### src/rtl/softmax_pkg.sv
// Shared types and helpers for the softmax sequencer: state/phase encodings,
// default sizing and the saturating max-subtract used on the exp request path.
package softmax_pkg;

  localparam int DEF_DW = 16;
  localparam int DEF_N  = 32;

  typedef enum logic [2:0] {IDLE, LOAD, MAX, EXP, NORM, DONE} seq_state_t;

  // Per-element sub-steps inside EXP and NORM; PH_OUT is only used in NORM.
  typedef enum logic [1:0] {PH_FETCH, PH_REQ, PH_WAIT, PH_OUT} seq_phase_t;

  // a - b with the result clamped at -2^(dw-1); valid for dw <= 31.
  function automatic logic signed [31:0] sat_sub(input logic signed [31:0] a,
                                                 input logic signed [31:0] b,
                                                 input int dw);
    logic signed [32:0] diff;
    logic signed [32:0] lo;
    diff = {a[31], a} - {b[31], b};
    lo   = -(33'sd1 <<< (dw - 1));
    return (diff < lo) ? lo[31:0] : diff[31:0];
  endfunction

endpackage

### src/rtl/sm_vec_buf.sv
// N x DW element buffer: one write port, one registered read port.
// Storage is deliberately not reset; every slot is written in LOAD before use.
module sm_vec_buf #(
  parameter  int DW = 16,
  parameter  int N  = 32,
  localparam int AW = $clog2(N)
) (
  input  logic          clk,
  input  logic          we_i,
  input  logic [AW-1:0] waddr_i,
  input  logic [DW-1:0] wdata_i,
  input  logic [AW-1:0] raddr_i,
  output logic [DW-1:0] rdata_o
);

  logic [DW-1:0] mem_q [N];

  always_ff @(posedge clk) begin
    if (we_i) mem_q[waddr_i] <= wdata_i;
    rdata_o <= mem_q[raddr_i];
  end

endmodule

### src/rtl/softmax_seq_ctrl.sv
// Softmax pass sequencer: LOAD -> MAX -> EXP -> NORM -> DONE around shared exp/div units.
// Optional build macro SOFTMAX_SEQ_PERF_EN adds the perf_cycles busy-cycle counter.
module softmax_seq_ctrl
  import softmax_pkg::*;
#(
  parameter  int DW = DEF_DW,
  parameter  int N  = DEF_N,
  localparam int SW = DW + $clog2(N)
) (
  input  logic          clk,
  input  logic          rst,
  input  logic          start,
  input  logic          in_valid,
  output logic          in_ready,
  input  logic [DW-1:0] in_data,
  output logic          exp_req_valid,
  input  logic          exp_req_ready,
  output logic [DW-1:0] exp_req_data,
  input  logic          exp_rsp_valid,
  input  logic [DW-1:0] exp_rsp_data,
  output logic          div_req_valid,
  input  logic          div_req_ready,
  output logic [DW-1:0] div_num,
  output logic [SW-1:0] div_den,
  input  logic          div_rsp_valid,
  input  logic [DW-1:0] div_rsp_data,
  output logic          out_valid,
  input  logic          out_ready,
  output logic [DW-1:0] out_data,
  output logic          out_last,
  output logic          busy,
  output logic [DW-1:0] max_out
`ifdef SOFTMAX_SEQ_PERF_EN
  ,
  output logic [31:0]   perf_cycles
`endif
);

  localparam int AW = $clog2(N);
  localparam int IW = AW + 1;

  seq_state_t    state_q, state_d;
  seq_phase_t    ph_q, ph_d;
  logic [IW-1:0] idx_q, idx_d;
  logic [DW-1:0] max_q, max_d;
  logic [DW-1:0] out_data_q, out_data_d;
  logic [SW-1:0] sum_q, sum_d;
  logic          buf_we;
  logic [DW-1:0] buf_wdata;
  logic [DW-1:0] rd_data;
  logic          last_idx;
  logic          exp_take;

  sm_vec_buf #(.DW(DW), .N(N)) u_buf (
    .clk     (clk),
    .we_i    (buf_we),
    .waddr_i (idx_q[AW-1:0]),
    .wdata_i (buf_wdata),
    .raddr_i (idx_q[AW-1:0]),
    .rdata_o (rd_data)
  );

  assign last_idx = (idx_q == IW'(N - 1));

  always_ff @(posedge clk) begin
    if (rst) begin
      state_q    <= IDLE;
      ph_q       <= PH_FETCH;
      idx_q      <= '0;
      max_q      <= '0;
      sum_q      <= '0;
      out_data_q <= '0;
    end else begin
      state_q    <= state_d;
      ph_q       <= ph_d;
      idx_q      <= idx_d;
      max_q      <= max_d;
      sum_q      <= sum_d;
      out_data_q <= out_data_d;
    end
  end

  always_comb begin
    state_d    = state_q;
    ph_d       = ph_q;
    idx_d      = idx_q;
    max_d      = max_q;
    sum_d      = sum_q;
    out_data_d = out_data_q;
    buf_we     = 1'b0;
    buf_wdata  = in_data;
    exp_take   = 1'b0;
    case (state_q)
      IDLE: begin
        if (start) begin
          state_d = LOAD;
          idx_d   = '0;
          sum_d   = '0;
          ph_d    = PH_FETCH;
        end
      end
      LOAD: begin
        if (in_valid) begin
          buf_we = 1'b1;
          if (last_idx) begin
            state_d = MAX;
            idx_d   = '0;
          end else begin
            idx_d = idx_q + 1'b1;
          end
        end
      end
      // Read of slot idx returns one cycle later, so element idx-1 is compared at count idx.
      MAX: begin
        if (idx_q != '0 && (idx_q == IW'(1) || $signed(rd_data) > $signed(max_q)))
          max_d = rd_data;
        if (idx_q == IW'(N)) begin
          state_d = EXP;
          idx_d   = '0;
          ph_d    = PH_FETCH;
        end else begin
          idx_d = idx_q + 1'b1;
        end
      end
      EXP: begin
        case (ph_q)
          PH_FETCH: ph_d = PH_REQ;
          PH_REQ: begin
            if (exp_req_ready) begin
              if (exp_rsp_valid) exp_take = 1'b1;
              else               ph_d     = PH_WAIT;
            end
          end
          PH_WAIT: if (exp_rsp_valid) exp_take = 1'b1;
          default: ph_d = PH_FETCH;
        endcase
        if (exp_take) begin
          buf_we    = 1'b1;
          buf_wdata = exp_rsp_data;
          sum_d     = sum_q + SW'(exp_rsp_data);
          ph_d      = PH_FETCH;
          if (last_idx) begin
            state_d = NORM;
            idx_d   = '0;
          end else begin
            idx_d = idx_q + 1'b1;
          end
        end
      end
      NORM: begin
        case (ph_q)
          PH_FETCH: ph_d = PH_REQ;
          PH_REQ: begin
            if (div_req_ready) begin
              if (div_rsp_valid) begin
                out_data_d = div_rsp_data;
                ph_d       = PH_OUT;
              end else begin
                ph_d = PH_WAIT;
              end
            end
          end
          PH_WAIT: begin
            if (div_rsp_valid) begin
              out_data_d = div_rsp_data;
              ph_d       = PH_OUT;
            end
          end
          PH_OUT: begin
            if (out_ready) begin
              ph_d = PH_FETCH;
              if (last_idx) begin
                state_d = DONE;
                idx_d   = '0;
              end else begin
                idx_d = idx_q + 1'b1;
              end
            end
          end
          default: ph_d = PH_FETCH;
        endcase
      end
      DONE:    state_d = IDLE;
      default: state_d = IDLE;
    endcase
  end

  assign in_ready      = (state_q == LOAD);
  assign exp_req_valid = (state_q == EXP) && (ph_q == PH_REQ);
  assign exp_req_data  = DW'(sat_sub(32'(signed'(rd_data)), 32'(signed'(max_q)), DW));
  assign div_req_valid = (state_q == NORM) && (ph_q == PH_REQ);
  assign div_num       = rd_data;
  assign div_den       = sum_q;
  assign out_valid     = (state_q == NORM) && (ph_q == PH_OUT);
  assign out_data      = out_data_q;
  assign out_last      = out_valid && last_idx;
  assign busy          = (state_q != IDLE);
  assign max_out       = max_q;

`ifdef SOFTMAX_SEQ_PERF_EN
  logic [31:0] perf_q;

  always_ff @(posedge clk) begin
    if (rst)                                        perf_q <= '0;
    else if (state_q == IDLE && start)              perf_q <= '0;
    else if (state_q != IDLE && perf_q != '1)       perf_q <= perf_q + 1'b1;
  end

  assign perf_cycles = perf_q;
`endif

endmodule

### config.mk
export PLATFORM = sky130hd
export DESIGN_NAME = softmax_seq_ctrl
export DESIGN_NICKNAME = d
export VERILOG_FILES = /design/src/rtl/softmax_pkg.sv /design/src/rtl/sm_vec_buf.sv /design/src/rtl/softmax_seq_ctrl.sv
export SDC_FILE = /design/constraint.sdc
export NUM_CORES = 1
export LEC_CHECK = 0
export CAP_MARGIN = 5
export CORE_UTILIZATION = 35
export DETAILED_ROUTE_END_ITERATION = 10
export PLACE_DENSITY = 0.58
export SLEW_MARGIN = 5
export SYNTH_ARGS = -nofsm -noshare
export SYNTH_HDL_FRONTEND = slang
export SYNTH_HIERARCHICAL = 1
export SYNTH_SLANG_ARGS = --single-unit
### constraint.sdc
create_clock -name clk -period 8.3 [get_ports clk]
set_input_delay 2.49 -clock clk [delete_from_list [all_inputs] [get_ports clk]]
set_output_delay 2.49 -clock clk [all_outputs]
set_load 0.1 [all_outputs]
Yosys cells after proc, flatten, opt, wreduce, memory -nomap -nowiden
Memories as Yosys holds them, arrays and structs flattened. A register that Yosys moved wholly into a read port is not among the register bits. Cells that the tools add are included. Widths: inputs -> output; s select.

Magnitude comparators: 2. Mux-type cells: 48. Eq/ne operators: 26. Reductions and logical operators: 20. Add/subtract/negate cells: 3.

Operators by type and width (number): $mux 16 (5); $mux 21 (2); $mux 6 (7); $pmux 21 s2 (1); $pmux 16 s2 (1); $pmux 6 s5 (1); $mux 3 (9); $add 21x16->21 (1); $reduce_and 9->1 (2); $lt 17x16->1 const B (1); $sub 16x16->17 (1); $gt 16x16->1 (1); $mux 2 (8); $ne 2x2->1 const B (8); $pmux 2 s4 (2); $pmux 3 s5 (1); $ne 3x3->1 const B (4); $mux 1 (8); $ne 4x4->1 const B (2); $add 6x1->6 const B (1); $eq 3x2->1 const B (2); $eq 6x1->1 const B (1); $eq 6x5->1 const B (1); $eq 6x6->1 const B (1); other kinds (19) (28).

Word-level logic and storage cells: 106. Bits in registers: 64. Memories: 1. Output and inout port bits: 91. Memory bits (writable): 512. Bits of input ports: 57.

Memories: u_buf.mem_q (words 32, width 16, rd ports 1, clocked after Yosys merged registers in 1, wr ports 1, line sm_vec_buf.sv:16) `logic [DW-1:0] mem_q [N];`.

Longest topological paths before layout
Gate-level depths: netlist of run 1.

Depth in word-level cells: 8. Gate-level depth with buffers: 11. Mapped depth without buffers: 10.

Hierarchy
The synthesis of run 1 kept the hierarchy.

By module, submodules not included: sm_vec_buf (times used 1, sequential area each 15695.1 um^2, cells an instance 1143, area an instance 20534.7 um^2); softmax_seq_ctrl (times used 1, sequential area each 1281.2 um^2, cells an instance 627, area an instance 4963.5 um^2).

Least setup slack after synthesis of run 1
Ideal clock, no wire load.

Path type: reg2out. Start point: register max_q[4], in the netlist max_out[4]. End point: output exp_req_data[9]. Data required time: 5.810 ns. Stages on the path, launching flop included: 9. Path buffers: 0. Arrival: 4.611 ns. Slack: 1.199 ns. Path through: dfxtp_1 > inv_1 > ha_1 > a21o_1 > or2_1 > o21ai_2 > nand3_1 > mux2i_2 > a211oi_1.

Longest elaborated chain between the ends: 3.

Ends and longest elaborated chain: from (decl) (line softmax_seq_ctrl.sv:45) `logic [DW-1:0] max_q, max_d;`; from (signal assigned) (line softmax_seq_ctrl.sv:77) `max_q <= max_d;`; $sub 16x16->17 * (line softmax_pkg.sv:19) `diff = {a[31], a} - {b[31], b};`; $lt 17x16->1 (line softmax_pkg.sv:21) `return (diff < lo) ? lo[31:0] : diff[31:0];`; $mux 16 * (line softmax_pkg.sv:21); to (decl) (line softmax_seq_ctrl.sv:18) `output logic [DW-1:0] exp_req_data,`.

Every way passes the cells marked *; elsewhere a longest branch is shown, timed or not.

Worst setup path in the final report of run 1
Start point: register u_buf.rdata_o[0] (read register of u_buf.mem_q). End point: output exp_req_data[15].

Longest elaborated chain between the ends: 3.

Ends and longest elaborated chain: from (decl) (line sm_vec_buf.sv:13) `output logic [DW-1:0] rdata_o`; $sub 16x16->17 * (line softmax_pkg.sv:19); $lt 17x16->1 (line softmax_pkg.sv:21); $mux 16 * (line softmax_pkg.sv:21).

Marked as above.

==> results.toml, run 1 <==
[routing]
drt_first_pass_iters = 8
ant_nets = 0
vias = 15300
drc = 0
drt_iter0_drc = 1415
routed_wl_um = 63800
avgViaCountPerCell = 5.21
wl_per_cell_um = 21.7

[yosys]
post_synth_num_cell_types = 80
synth_area_um2 = 25500
synth_edf_count = 512
ys_seq_elements = 592
synthSimpleGateAreaFrac_pct = 7.51
synth_top_family_by_area = "multiplexers"
synth-adder-area-share_pct = 2.17
syn_area_per_cell_um2 = 14.4
synth_compound_area_share_pct = 8.17
async_flop_share_pct = 0
synth_ff_type = "edfxtp_1"
synthXorXnorAreaFrac_pct = 0.859
postSynthNetCount = 1870
synth_cells = 1770
ys.warnings.count = 6
synth_mux_area_share_pct = 11.6
yosysSeqAreaShare_pct = 66.6

[finish]
final_common_cell = "edfxtp_1"
syn2layout_area_growth_pct = 17.3
utilization_pct = 41.7
nNetsFinal = 2043
drive_above_1_share_pct = 8.64
final_cell_mix = "512 x edfxtp_1, 292 x mux2i_1, 146 x clkdlybuf4s50_1"

[hold_path]
hold_class = "flip-flop to flip-flop"

[global_route]
grt_pass1_wl_um = 94400
overflow = 0
grt_pass1_vias = 15100
grt_max_degree = 115
grt_usage_pct = 16.9
grt_antenna_before_repair = 1

[clock_network]
path_clk_slew_ns = 0.06
postCtsSetupBuffers = 0
htree_levels = 2
cts-buffers-inserted = 59
cts_tree = "yes"
cts_root_buf = "clkbuf_16"
cts_sinks = 592
clockBufferDepth = 3
cts-resized-gates = 0
ctsHoldBuffers = 0
clk_latency_ns = 0.62

[worst_setup_path]
path_cells = "inv_1 -> ha_1 -> inv_1 -> fa_1 -> nand3_1 -> a21oi_1 -> o31a_1 -> o21ai_1 -> a32o_1 -> nand2b_1 -> clkdlybuf4s50_1"
slowest_delay_ns = 1.14
path_max_fanout = 16
critical_path_buf_inv_count = 3
cp-start-kind = "flip-flop"
cp-end-kind = "output pin"
cp_top_family = "buffers and inverters"
required_ns = 5.81
crit_type = "flip-flop to output pin"
crit_top_cell = "inv_1"
crit_arrival_ns = 4.14
critPathSlowestCell = "clkdlybuf4s50_1"

[place]
portBuffers = 147
dpl_worst_slack_ns = 2.35
routabilityCongestion = 0.863
dp_hpwl_um = 38300

[die]
fp.dieW_um = 272
core_um2 = 71700
die_y_um = 272
initial_core_util_pct = 35.5
ioPinCount = 148
rows = 98
die_area_um2 = 73900

[timing]
tns_ns = 0
slew_violations = 0
finalCritPeriodShare_pct = 79.8
worst_slew_pin_slew_ns = 1.26
setup_violations = 0
slew_headroom_pct = 16.0
setup_slack_ns = 1.67
period_minus_slack_ns = 6.63
hold_violations = 0
fmax_ghz = 0.151
finalClockSkew_ns = 0.0245
rsz0062_at_grt = "false"

[outcome]
status = "finished, final reports clean"

[power]
vdd_drop_max_uv = 484
power.leakage_uw = 0.00991
power_density_nw_per_um2 = 296

[run]
maxCapViolCount = 0
==> synthesized netlist by cell type, types with 4 or more instances <==
cell | count | area share [%]
a31oi_1 | 24 | 0.59
nand2_1 | 116 | 1.7
xnor2_1 | 14 | 0.48
nand3b_1 | 5 | 0.15
xor2_1 | 11 | 0.38
and3_1 | 9 | 0.22
buf_6 | 7 | 0.31
or3b_2 | 4 | 0.14
buf_4 | 20 | 0.59
a21oi_1 | 83 | 1.6
mux2i_1 | 292 | 11
a22o_1 | 38 | 1.3
a22oi_1 | 66 | 1.9
o31ai_1 | 4 | 0.12
nor3_1 | 25 | 0.49
nor2b_1 | 4 | 0.098
nand3_1 | 50 | 0.98
o21a_1 | 6 | 0.18
nand2b_1 | 46 | 1.1
dfxtp_1 | 80 | 6.3
buf_8 | 6 | 0.35
a211oi_1 | 7 | 0.21
a21o_1 | 9 | 0.26
edfxtp_1 | 512 | 60
buf_12 | 6 | 0.47
clkbuf_1 | 24 | 0.35
nand4_1 | 21 | 0.52
o22ai_1 | 4 | 0.098
and2_1 | 4 | 0.098
or3_1 | 9 | 0.22
buf_2 | 26 | 0.51
nor2_1 | 80 | 1.2
ha_1 | 41 | 2.0
o21ai_0 | 17 | 0.33
inv_1 | 32 | 0.47
==> cells by family after synthesis <==
kind of cell,after synthesis
AO/OA/AOI/OAI,300
XOR/XNOR,25
adder cells (fa/ha/maj),43
buffers and inverters,124
flip-flops,592
multiplexers,295
AND/OR/NAND/NOR,391
==> final timing paths <==
check | startpoint | endpoint | slack [ns] | depth (start not counted)
worst min-delay path | div_den[20]$_SDFFE_PP0P_ | div_den[20]$_SDFFE_PP0P_ | 0.49 | 2
worst min register to register | div_den[20]$_SDFFE_PP0P_ | div_den[20]$_SDFFE_PP0P_ | 0.49 | 2
worst max-delay path | u_buf/rdata_o[0]$_DFF_P_ | exp_req_data[15] | 1.67 | 11
worst max register to register | idx_q[0]$_SDFFE_PP0P_ | u_buf/rdata_o[1]$_DFF_P_ | 4.54 | 6
==> state kept, by name (all words and copies together), names as in the netlist <==
name	cells
out_data	16
u_buf/mem_q	512
ph_q	2
state_q	3
idx_q	6
u_buf/rdata_o	16
div_den	21
max_out	16
==> layer usage <==
| metal | global-route usage [%] | wire length, um | vias to the layer above |
|---|---|---|---|
| li1 | - | - | 7151 |
| met2 | 26.9 | 29700 | 381 |
| met5 | 0 | 0 | - |
| met4 | 5.81 | 1850 | 0 |
| met3 | 2.58 | 3300 | 99 |
| met1 | 23.5 | 29000 | 7689 |
==> layout make-up <==
| class | instances | area (um^2) |
|---|---|---|
| Multi-Input combinational cell | 1054 | 7760 |
| Timing Repair Buffer | 202 | 1900 |
| Clock inverter | 38 | 375 |
| Clock buffer | 71 | 1560 |
| Fill cell | 6486 | 41800 |
| Tap cell | 950 | 1190 |
| Antenna cell | 1 | 2.50 |
| Inverter | 34 | 128 |
| Sequential cell | 592 | 17000 |
==> report_power, final <==
| group | total (uW) | switching, uW | internal [uW] |
|---|---|---|---|
| logic | 2780 | 1930 | 850 |
| registers | 3400 | 105 | 3300 |
| clock network | 2680 | 1120 | 1560 |
==> worst reg2reg max path, cell delays in order, from the launching register on <==
cell,delay [ns]
dfxtp_4,0.89
buf_12,0.67
buf_12,0.65
mux2i_1,0.43
a22oi_1,0.12
a31oi_1,0.48
nand3_1,0.31
==> through the flow <==
stage	area (um^2)	hold WS, ns	power [uW]	std cells
2_1_floorplan	25500	0.524	5670	1770
3_3_place_gp	28000	0.462	6230	2832
3_5_place_dp	28000	0.478	6250	2832
4_1_cts	29900	0.487	8920	2941
5_1_grt	29900	0.508	9170	2942
6_report	29900	0.487	8860	2942
No activity file was read; power rests on OpenSTA's default activity.
==> run 2: changes to the inputs <==
==> constraint.sdc (replaced) <==
create_clock -name clk -period 6.3 [get_ports clk]
set_input_delay 1.89 -clock clk [delete_from_list [all_inputs] [get_ports clk]]
set_output_delay 1.89 -clock clk [all_outputs]
set_load 0.1 [all_outputs]
==> run 2 against run 1 <==
Global-route usage decreased by 0.064 points. Combinational power increased by 32%. Final cell count increased by 0.51%. Highest routed layer unchanged. Power increased by 33%. Via count increased by 0.18%. Non-clock buffer count increased by 12. First-iteration DRC count decreased by 15%. Clock skew decreased by 0.0082 ns. Routed wire length decreased by 1.3%. Sequential power increased by 31%. Sequential cell count unchanged. Worst hold slack improved by 0.00082 ns.
==> results.toml, run 2 (same netlist as run 1, synthesis figures left out) <==
[timing]
period_minus_slack_ns = 5.89
tns_ns = 0
slew_violations = 0
setup_slack_ns = 0.409
rsz0062_at_grt = "false"
slew_headroom_pct = 24.6
finalClockSkew_ns = 0.0163
fmax_ghz = 0.170
finalCritPeriodShare_pct = 93.5
setup_violations = 0
hold_violations = 0
worst_slew_pin_slew_ns = 1.13

[clock_network]
clk_latency_ns = 0.62
cts_root_buf = "clkbuf_16"
ctsHoldBuffers = 0
cts_sinks = 592
cts-buffers-inserted = 60
postCtsSetupBuffers = 0
cts-resized-gates = 0
path_clk_slew_ns = 0.06
clockBufferDepth = 3
htree_levels = 2
cts_tree = "yes"

[power]
power_density_nw_per_um2 = 392
power.leakage_uw = 0.0100
vdd_drop_max_uv = 511

[global_route]
overflow = 0
grt_pass1_vias = 15200
grt_max_degree = 103
grt_usage_pct = 16.8
grt_pass1_wl_um = 94400
grt_antenna_before_repair = 1

[routing]
drc = 0
routed_wl_um = 63000
vias = 15300
avgViaCountPerCell = 5.19
wl_per_cell_um = 21.3
drt_first_pass_iters = 5
drt_iter0_drc = 1200
ant_nets = 0

[die]
die_y_um = 272
die_area_um2 = 73900
ioPinCount = 148
fp.dieW_um = 272
core_um2 = 71700
initial_core_util_pct = 35.5
rows = 98

[place]
dpl_worst_slack_ns = 1.06
dp_hpwl_um = 38700
portBuffers = 147
placed_area_um2 = 28000
routabilityCongestion = 0.863

[worst_setup_path]
worstRegToRegCells = 7
r2r-start = "idx_q[0]$_SDFFE_PP0P_"
timing.rr.end = "u_buf/rdata_o[9]$_DFF_P_"
required_ns = 4.41
crit_type = "flip-flop to output pin"
cp-start-kind = "flip-flop"
r2r_setup_slack_ns = 2.47
cp-end-kind = "output pin"
crit_arrival_ns = 4.00
path_max_fanout = 16

[run]
maxCapViolCount = 0

[finish]
largest_reg_flops = 512
largest-register = "u_buf/mem_q"
num-fill-cells = 6538
syn2layout_area_growth_pct = 18.0
nNetsFinal = 2056
final_cell_mix = "512 x edfxtp_1, 292 x mux2i_1, 143 x clkdlybuf4s50_1"
final_common_cell = "edfxtp_1"
utilization_pct = 41.9
drive_above_1_share_pct = 9.72
diodes = 0
fin_area_um2 = 30100

[hold_path]
hold_class = "flip-flop to flip-flop"
whs_path_depth = 2
min-delay-start = "max_out[10]$_SDFFE_PP0P_"
min_to = "max_out[10]$_SDFFE_PP0P_"

[outcome]
status = "finished, final reports clean"
run 2: changes by cell type in the layout (fill, tap and decap cells not counted), moves of 2 or more:
cell	before	now
buf_4	53	68
bufinv_16	7	10
clkbuf_1	10	7
clkbuf_8	0	2
clkdlybuf4s50_1	146	143
clkinv_2	10	14
clkinvlp_2	2	0
run 2: layout make-up:
type	instances	area (um^2)	share of cell area, %
repair buffers	214	1990	6.60
clock inverters	43	465	1.55
well taps	950	1190	3.95
multi-input cells	1054	7760	25.8
flip-flops and latches	592	17000	56.4
inverters	34	128	0.424
clock buffers	70	1580	5.25
run 2: power by group:
part	switching (uW)	leakage (uW)	internal, uW	total, uW
sequential	120	0.00525	4340	4460
combinational	2550	0.00378	1110	3670
clock	1480	0.00101	2200	3670
total	4150	0.0100	7650	11800
run 2: critical path, cell delays in order (launching register included):
cell and delay (ns):
dfxtp_1 0.35, inv_1 0.05, ha_1 0.34, a21o_1 0.19, or2_1 0.24, o21ai_2 0.19
nand3_1 0.17, mux2i_2 0.66, a22oi_1 0.19, clkdlybuf4s50_1 1.00
run 2: how the worst max path moves through the flow:
stage                             startpoint               end  slack (ns)  cells after the start
finish               max_out[4]$_SDFFE_PP0P_  exp_req_data[13]        0.41                      9
global route        u_buf/rdata_o[0]$_DFF_P_  exp_req_data[13]        0.15                     11
CTS                  max_out[4]$_SDFFE_PP0P_  exp_req_data[13]        0.39                      9
detailed placement   max_out[4]$_SDFFE_PP0P_  exp_req_data[13]        1.06                      9
global placement    u_buf/rdata_o[0]$_DFF_P_  exp_req_data[13]        1.08                     11
floorplan            max_out[0]$_SDFFE_PP0P_  exp_req_data[10]        0.31                      9
run 2: stage by stage:
stage | instances | power, uW | hold slack, ns
after global routing | 2957 | 12200 | 0.508
after floorplan | 1770 | 7470 | 0.524
after detailed placement | 2844 | 8220 | 0.482
final | 2957 | 11800 | 0.487
after global placement | 2844 | 8210 | 0.465
after CTS | 2957 | 11900 | 0.491
run 2: per-layer routing:
metal | part of all wire (%) | global-route usage [%] | vias to the layer above | routed length [um]
met2 | 48 | 28.2 | 411 | 30400
met1 | 44 | 22.7 | 7691 | 27900
met4 | 1.7 | 3.77 | 0 | 1100
met3 | 5.6 | 2.94 | 79 | 3520
li1 | - | - | 7167 | -
met5 | 0 | 0 | - | 0
